`src/rtl/imem_load_sequencer.sv`:
```
// Streams a host program into instruction memory, then runs the core for a bounded window.
// Optional: define IMEM_LOAD_CHECKSUM_EN to add a 32-bit XOR checksum of the words loaded.
module imem_load_sequencer #(
  parameter int ADDR_W    = 9,
  parameter int DEPTH     = 512,
  parameter int RUN_EXTRA = 2
) (
  input  logic              clock,
  input  logic              reset_n,
  input  logic              start,
  input  logic              in_valid,
  output logic              in_ready,
  input  logic [31:0]       in_data,
  input  logic              in_last,
  output logic [ADDR_W-1:0] addr,
  output logic              wEn,
  output logic [31:0]       wDat,
  output logic              working,
  output logic              busy,
  output logic              done,
  output logic [ADDR_W:0]   prog_len,
  output logic              err_overflow
`ifdef IMEM_LOAD_CHECKSUM_EN
  ,
  output logic [31:0]       checksum
`endif
);

  localparam int PTR_W = ADDR_W + 1;

  typedef enum logic [2:0] {IDLE, LOAD, FLUSH, RUN, DONE} state_t;

  state_t             stateReg, stateNext;
  logic [PTR_W-1:0]   ptrReg, ptrNext;
  logic [PTR_W-1:0]   runCntReg, runCntNext;
  logic [PTR_W-1:0]   progLenReg, progLenNext;
  logic [ADDR_W-1:0]  addrReg, addrNext;
  logic [31:0]        wDatReg, wDatNext;
  logic               wEnReg, wEnNext;
  logic               workingReg, workingNext;
  logic               busyReg, busyNext;
  logic               doneReg, doneNext;
  logic               errReg, errNext;
  logic [31:0]        sumReg, sumNext;

  logic               handshake;
  logic               atCap;
  logic               lastWord;
  logic               runEnd;
  logic [PTR_W-1:0]   runLimit;

  assign in_ready  = (stateReg == LOAD);
  assign handshake = in_valid & in_ready;
  // The final slot is treated as the last word even if the host never flags it.
  assign atCap     = (ptrReg == PTR_W'(DEPTH - 1));
  assign lastWord  = in_last | atCap;
  assign runLimit  = progLenReg + PTR_W'(RUN_EXTRA) - PTR_W'(1);
  assign runEnd    = (runCntReg == runLimit);

  always_ff @(posedge clock or negedge reset_n) begin
    if (!reset_n) begin
      stateReg   <= IDLE;
      ptrReg     <= '0;
      runCntReg  <= '0;
      progLenReg <= '0;
      addrReg    <= '0;
      wDatReg    <= '0;
      wEnReg     <= 1'b0;
      workingReg <= 1'b0;
      busyReg    <= 1'b0;
      doneReg    <= 1'b0;
      errReg     <= 1'b0;
      sumReg     <= '0;
    end else begin
      stateReg   <= stateNext;
      ptrReg     <= ptrNext;
      runCntReg  <= runCntNext;
      progLenReg <= progLenNext;
      addrReg    <= addrNext;
      wDatReg    <= wDatNext;
      wEnReg     <= wEnNext;
      workingReg <= workingNext;
      busyReg    <= busyNext;
      doneReg    <= doneNext;
      errReg     <= errNext;
      sumReg     <= sumNext;
    end
  end

  always_comb begin
    stateNext = stateReg;
    case (stateReg)
      IDLE:    if (start) stateNext = LOAD;
      LOAD:    if (handshake && lastWord) stateNext = FLUSH;
      FLUSH:   stateNext = RUN;
      RUN:     if (runEnd) stateNext = DONE;
      DONE:    stateNext = IDLE;
      default: stateNext = IDLE;
    endcase
  end

  always_comb begin
    ptrNext     = ptrReg;
    runCntNext  = runCntReg;
    progLenNext = progLenReg;
    addrNext    = addrReg;
    wDatNext    = wDatReg;
    wEnNext     = 1'b0;
    workingNext = workingReg;
    doneNext    = 1'b0;
    errNext     = errReg;
    sumNext     = sumReg;
    busyNext    = (stateNext != IDLE);
    case (stateReg)
      IDLE: begin
        if (start) begin
          ptrNext     = '0;
          progLenNext = '0;
          errNext     = 1'b0;
          sumNext     = '0;
        end
      end
      LOAD: begin
        if (handshake) begin
          addrNext    = ptrReg[ADDR_W-1:0];
          wDatNext    = in_data;
          wEnNext     = 1'b1;
          ptrNext     = ptrReg + PTR_W'(1);
          progLenNext = ptrReg + PTR_W'(1);
          sumNext     = sumReg ^ in_data;
          if (atCap && !in_last) errNext = 1'b1;
        end
      end
      // Final write is still on the bus this cycle; working only rises after it retires.
      FLUSH: begin
        workingNext = 1'b1;
        runCntNext  = '0;
      end
      RUN: begin
        runCntNext = runCntReg + PTR_W'(1);
        if (runEnd) begin
          workingNext = 1'b0;
          doneNext    = 1'b1;
        end
      end
      default: ;
    endcase
  end

  assign addr         = addrReg;
  assign wEn          = wEnReg;
  assign wDat         = wDatReg;
  assign working      = workingReg;
  assign busy         = busyReg;
  assign done         = doneReg;
  assign prog_len     = progLenReg;
  assign err_overflow = errReg;

`ifdef IMEM_LOAD_CHECKSUM_EN
  assign checksum = sumReg;
`else
  logic unusedSum;
  assign unusedSum = ^sumReg;
`endif

endmodule

```
`config.mk`:
```
export PLATFORM = sky130hd
export DESIGN_NAME = imem_load_sequencer
export DESIGN_NICKNAME = d
export VERILOG_FILES = /design/src/rtl/imem_load_sequencer.sv
export SDC_FILE = /design/constraint.sdc
export NUM_CORES = 1
export LEC_CHECK = 0
export BUFFER_PORTS_ARGS = -buffer_cell sky130_fd_sc_hd__buf_4
export CORE_UTILIZATION = 35
export CTS_BUF_LIST = sky130_fd_sc_hd__clkbuf_8
export DETAILED_ROUTE_END_ITERATION = 10
export GPL_ROUTABILITY_DRIVEN = 0
export GPL_TIMING_DRIVEN = 0
export PLACE_DENSITY = 0.64
export SLEW_MARGIN = 30
export SYNTH_ARGS = -nofsm -noshare
export SYNTH_HDL_FRONTEND = slang
export SYNTH_SLANG_ARGS = --single-unit
```
`constraint.sdc`:
```
create_clock -name clock -period 2.1 [get_ports clock]
set_clock_uncertainty 0.05 [all_clocks]
set_input_delay 0.63 -clock clock [delete_from_list [all_inputs] [get_ports clock]]
set_output_delay 0.63 -clock clock [all_outputs]
set_load 0.005 [all_outputs]
```
==> run summary <==
fmax = 0.482 GHz
slowest cell delay on critical path = 0.55 ns
Cell variety after synth = 43
hold_ws = 0.227 ns
Skew-Pair Late Insertion Delay = 0.35 ns
hpwl dp = 5630 um
Root Buffer = clkbuf_8
I/O Buffers = 93
largest net degree at the start of global routing = 70
initial drt markers = 141
EDFF count, synth = 0
cell area after synthesis = 3170 sq um
Async SR Flop Fraction = 100%
Via Count = 2871
Lkg Pwr = 0.00223 uW
clock tree from TritonCTS = done
syn_area_per_cell = 8.84 sq um
startpoint class of the critical path = flop
layout cell share with drive strength beyond 1 = 30.0%
#FFs+latches synth = 69
Clock Sinks = 69
die area = 9450 sq um
crit path DAT = 2.28 ns
peak fanout along the critical path = 10
first-pass GRT wire length = 13700 um
Routed WL = 8040 um
htree depth = 3
critical path's slowest cell = or4_4
Starting Density = 36.2%
vias in the first global route = 2894
worst slew pin tran = 0.632 ns
Num CTS Buffers = 9
register area share after synthesis = 54.4%
antenna cell count = 0
Row Count = 34
CTS max path bufs = 2
Syn Nets = 398
PD cells = 1250 nW/um^2
commonest non-fill, non-tap cell in the layout = nand2_1
Total Routing Usage GR = 18.4%
hold_buf cts = 0
Final Max Slew Viols = 0
post-route ant nets = 0
WS Path Type = reg2reg
Worst slew margin = 57.9%
CP required = 2.30 ns
commonest non-fill, non-tap cells in the layout = nand2_1 (135), buf_4 (96), dfrtp_1 (66), o21ai_0 (21), nor2_1 (20)
WL/cell = 13.9 um
initial antenna violation count = 0
Synth Flop Type = dfrtp_1
DR pass1 iterations = 4
die width = 97.2 um
worst vdd ir = 0.000599 V
status = completed
Fin. Hold Viols = 0
core footprint = 8760 sq um
Tcrit/Tclk final = 98.8%
cell count after synthesis = 359
IO Pins = 94
CTS clk-pin slew, worst paths = 0.08 ns
Max-Cap Viols = 0
Hold Crit Class = in2async
# DRC = 0
count of final setup violators = 0
crit path capture type = flop
Post-Route Utilization = 49.9%
Final nets = 504
Ys Warns = 0
grt total ovfl = 0
min Tclk post-route = 2.07 ns
Area growth syn-to-layout = 38.0%
Vias/cell = 4.97
die height = 97.2 um
critical path, cell by cell = buf_4 > xnor2_1 > xnor2_2 > o2111ai_2 > or4_4 > a211oi_2
registers in the layout (all words and copies together) (netlist names):
signal        flops
prog_len         10
runCntReg        10
err_overflow      1
busy              1
done              1
working           1
stateReg          3
addr              9
wEn               1
wDat             32
through the flow:
| stage | cells | total power (uW) | instance area [sq um] | setup slack [ns] | TNS [ns] |
|---|---|---|---|---|---|
| 4_1_cts | 578 | 5440 | 4310 | 0.0144 | 0 |
| 2_1_floorplan | 359 | 2950 | 3170 | 0.0462 | 0 |
| 6_report | 578 | 5460 | 4380 | 0.0260 | 0 |
| 3_5_place_dp | 560 | 3920 | 4010 | -0.241 | -0.409 |
| 5_1_grt | 578 | 5870 | 4380 | -0.0892 | -0.108 |
| 3_3_place_gp | 560 | 3860 | 4010 | -0.257 | -0.454 |
final timing paths:
kind	start	endpoint	slack, ns	cells past startpoint
hold / removal	reset_n	runCntReg[0]	0.23	1
min in group clock	in_data[2]	wDat[2]	0.41	3
setup / recovery	prog_len[3]	done	0.03	6
hold reg to reg	wDat[19]	wDat[19]	0.43	2
setup reg to reg	prog_len[3]	done	0.03	6
max in group asynchronous	reset_n	prog_len[1]	1.31	1
cell families (layout without fill, tap and decap cells):
| group | count (synthesis) | count (layout) | synth area share (%) |
|---|---|---|---|
| flip-flops | 69 | 69 | 54.4 |
| AND/OR/NAND/NOR | 199 | 199 | 27.3 |
| AO/OA/AOI/OAI | 48 | 48 | 9.35 |
| buffers and inverters | 25 | 136 | 3.51 |
| adder cells (fa/ha/maj) | 2 | 2 | 0.789 |
| XOR/XNOR | 16 | 16 | 4.66 |
layout make-up:
type	count	area (sq um)
Fill cell	833	4390
Inverter	5	18.8
Timing Repair Buffer	95	717
Clock inverter	7	146
Tap cell	108	135
Clock buffer	9	124
Multi-Input combinational cell	265	1410
Buffer	20	95.1
Sequential cell	69	1730
routing by layer:
layer	up-vias	routed length (um)	global-route usage (%)
li1	1396	-	-
met1	1377	3480	22.9
met2	89	3970	30.0
met3	9	468	4.24
met4	0	118	8.96
met5	-	0	0
where the power goes:
part           internal, uW  switching, uW  total [uW]
clock                   917            540        1460
combinational           945           1020        1970
sequential             1750            282        2030
total                  3610           1850        5460
worst max-delay path, delay by kind of cell (launching register included):
kind            cells  cell delay [ns]
compound gates      2             0.39
flops               1             0.40
simple gates        1             0.55
buf+inv             1             0.18
xor+xnor            2             0.41
what timing repair did:
action	4_1_cts	5_1_grt
pin swaps	1	6
endpoints found under the setup margin	5	41
endpoints found under the hold margin	0	0
gates resized for setup	6	14
setup buffers	2	0
cells in the mapped netlist, types with 2 or more instances:
library cell    n  area [sq um]
nor4_1          3          18.8
and3_2          2          15.0
o21ai_0        22           110
nor2b_1         4          25.0
and2_1          3          18.8
xnor2_1         6          52.6
nand2b_1        2          12.5
clkbuf_2        2          10.0
o41ai_1         2          17.5
inv_1           4          15.0
ha_1            2          25.0
or3_1           2          12.5
and3_1          6          37.5
o31ai_1         4          30.0
xor2_1          9          78.8
buf_2           3          15.0
dfrtp_1        69          1730
or4_1           2          15.0
nand4_1         4          25.0
o211ai_1        2          15.0
nand3_1         8          40.0
clkbuf_1       13          48.8
a31oi_1         3          18.8
nor3b_1         2          15.0
nor2_1         20          75.1
nand2_1       135           507
a21oi_1         7          35.0
a211oi_1        3          22.5
(Power assumes the default switching activity.)
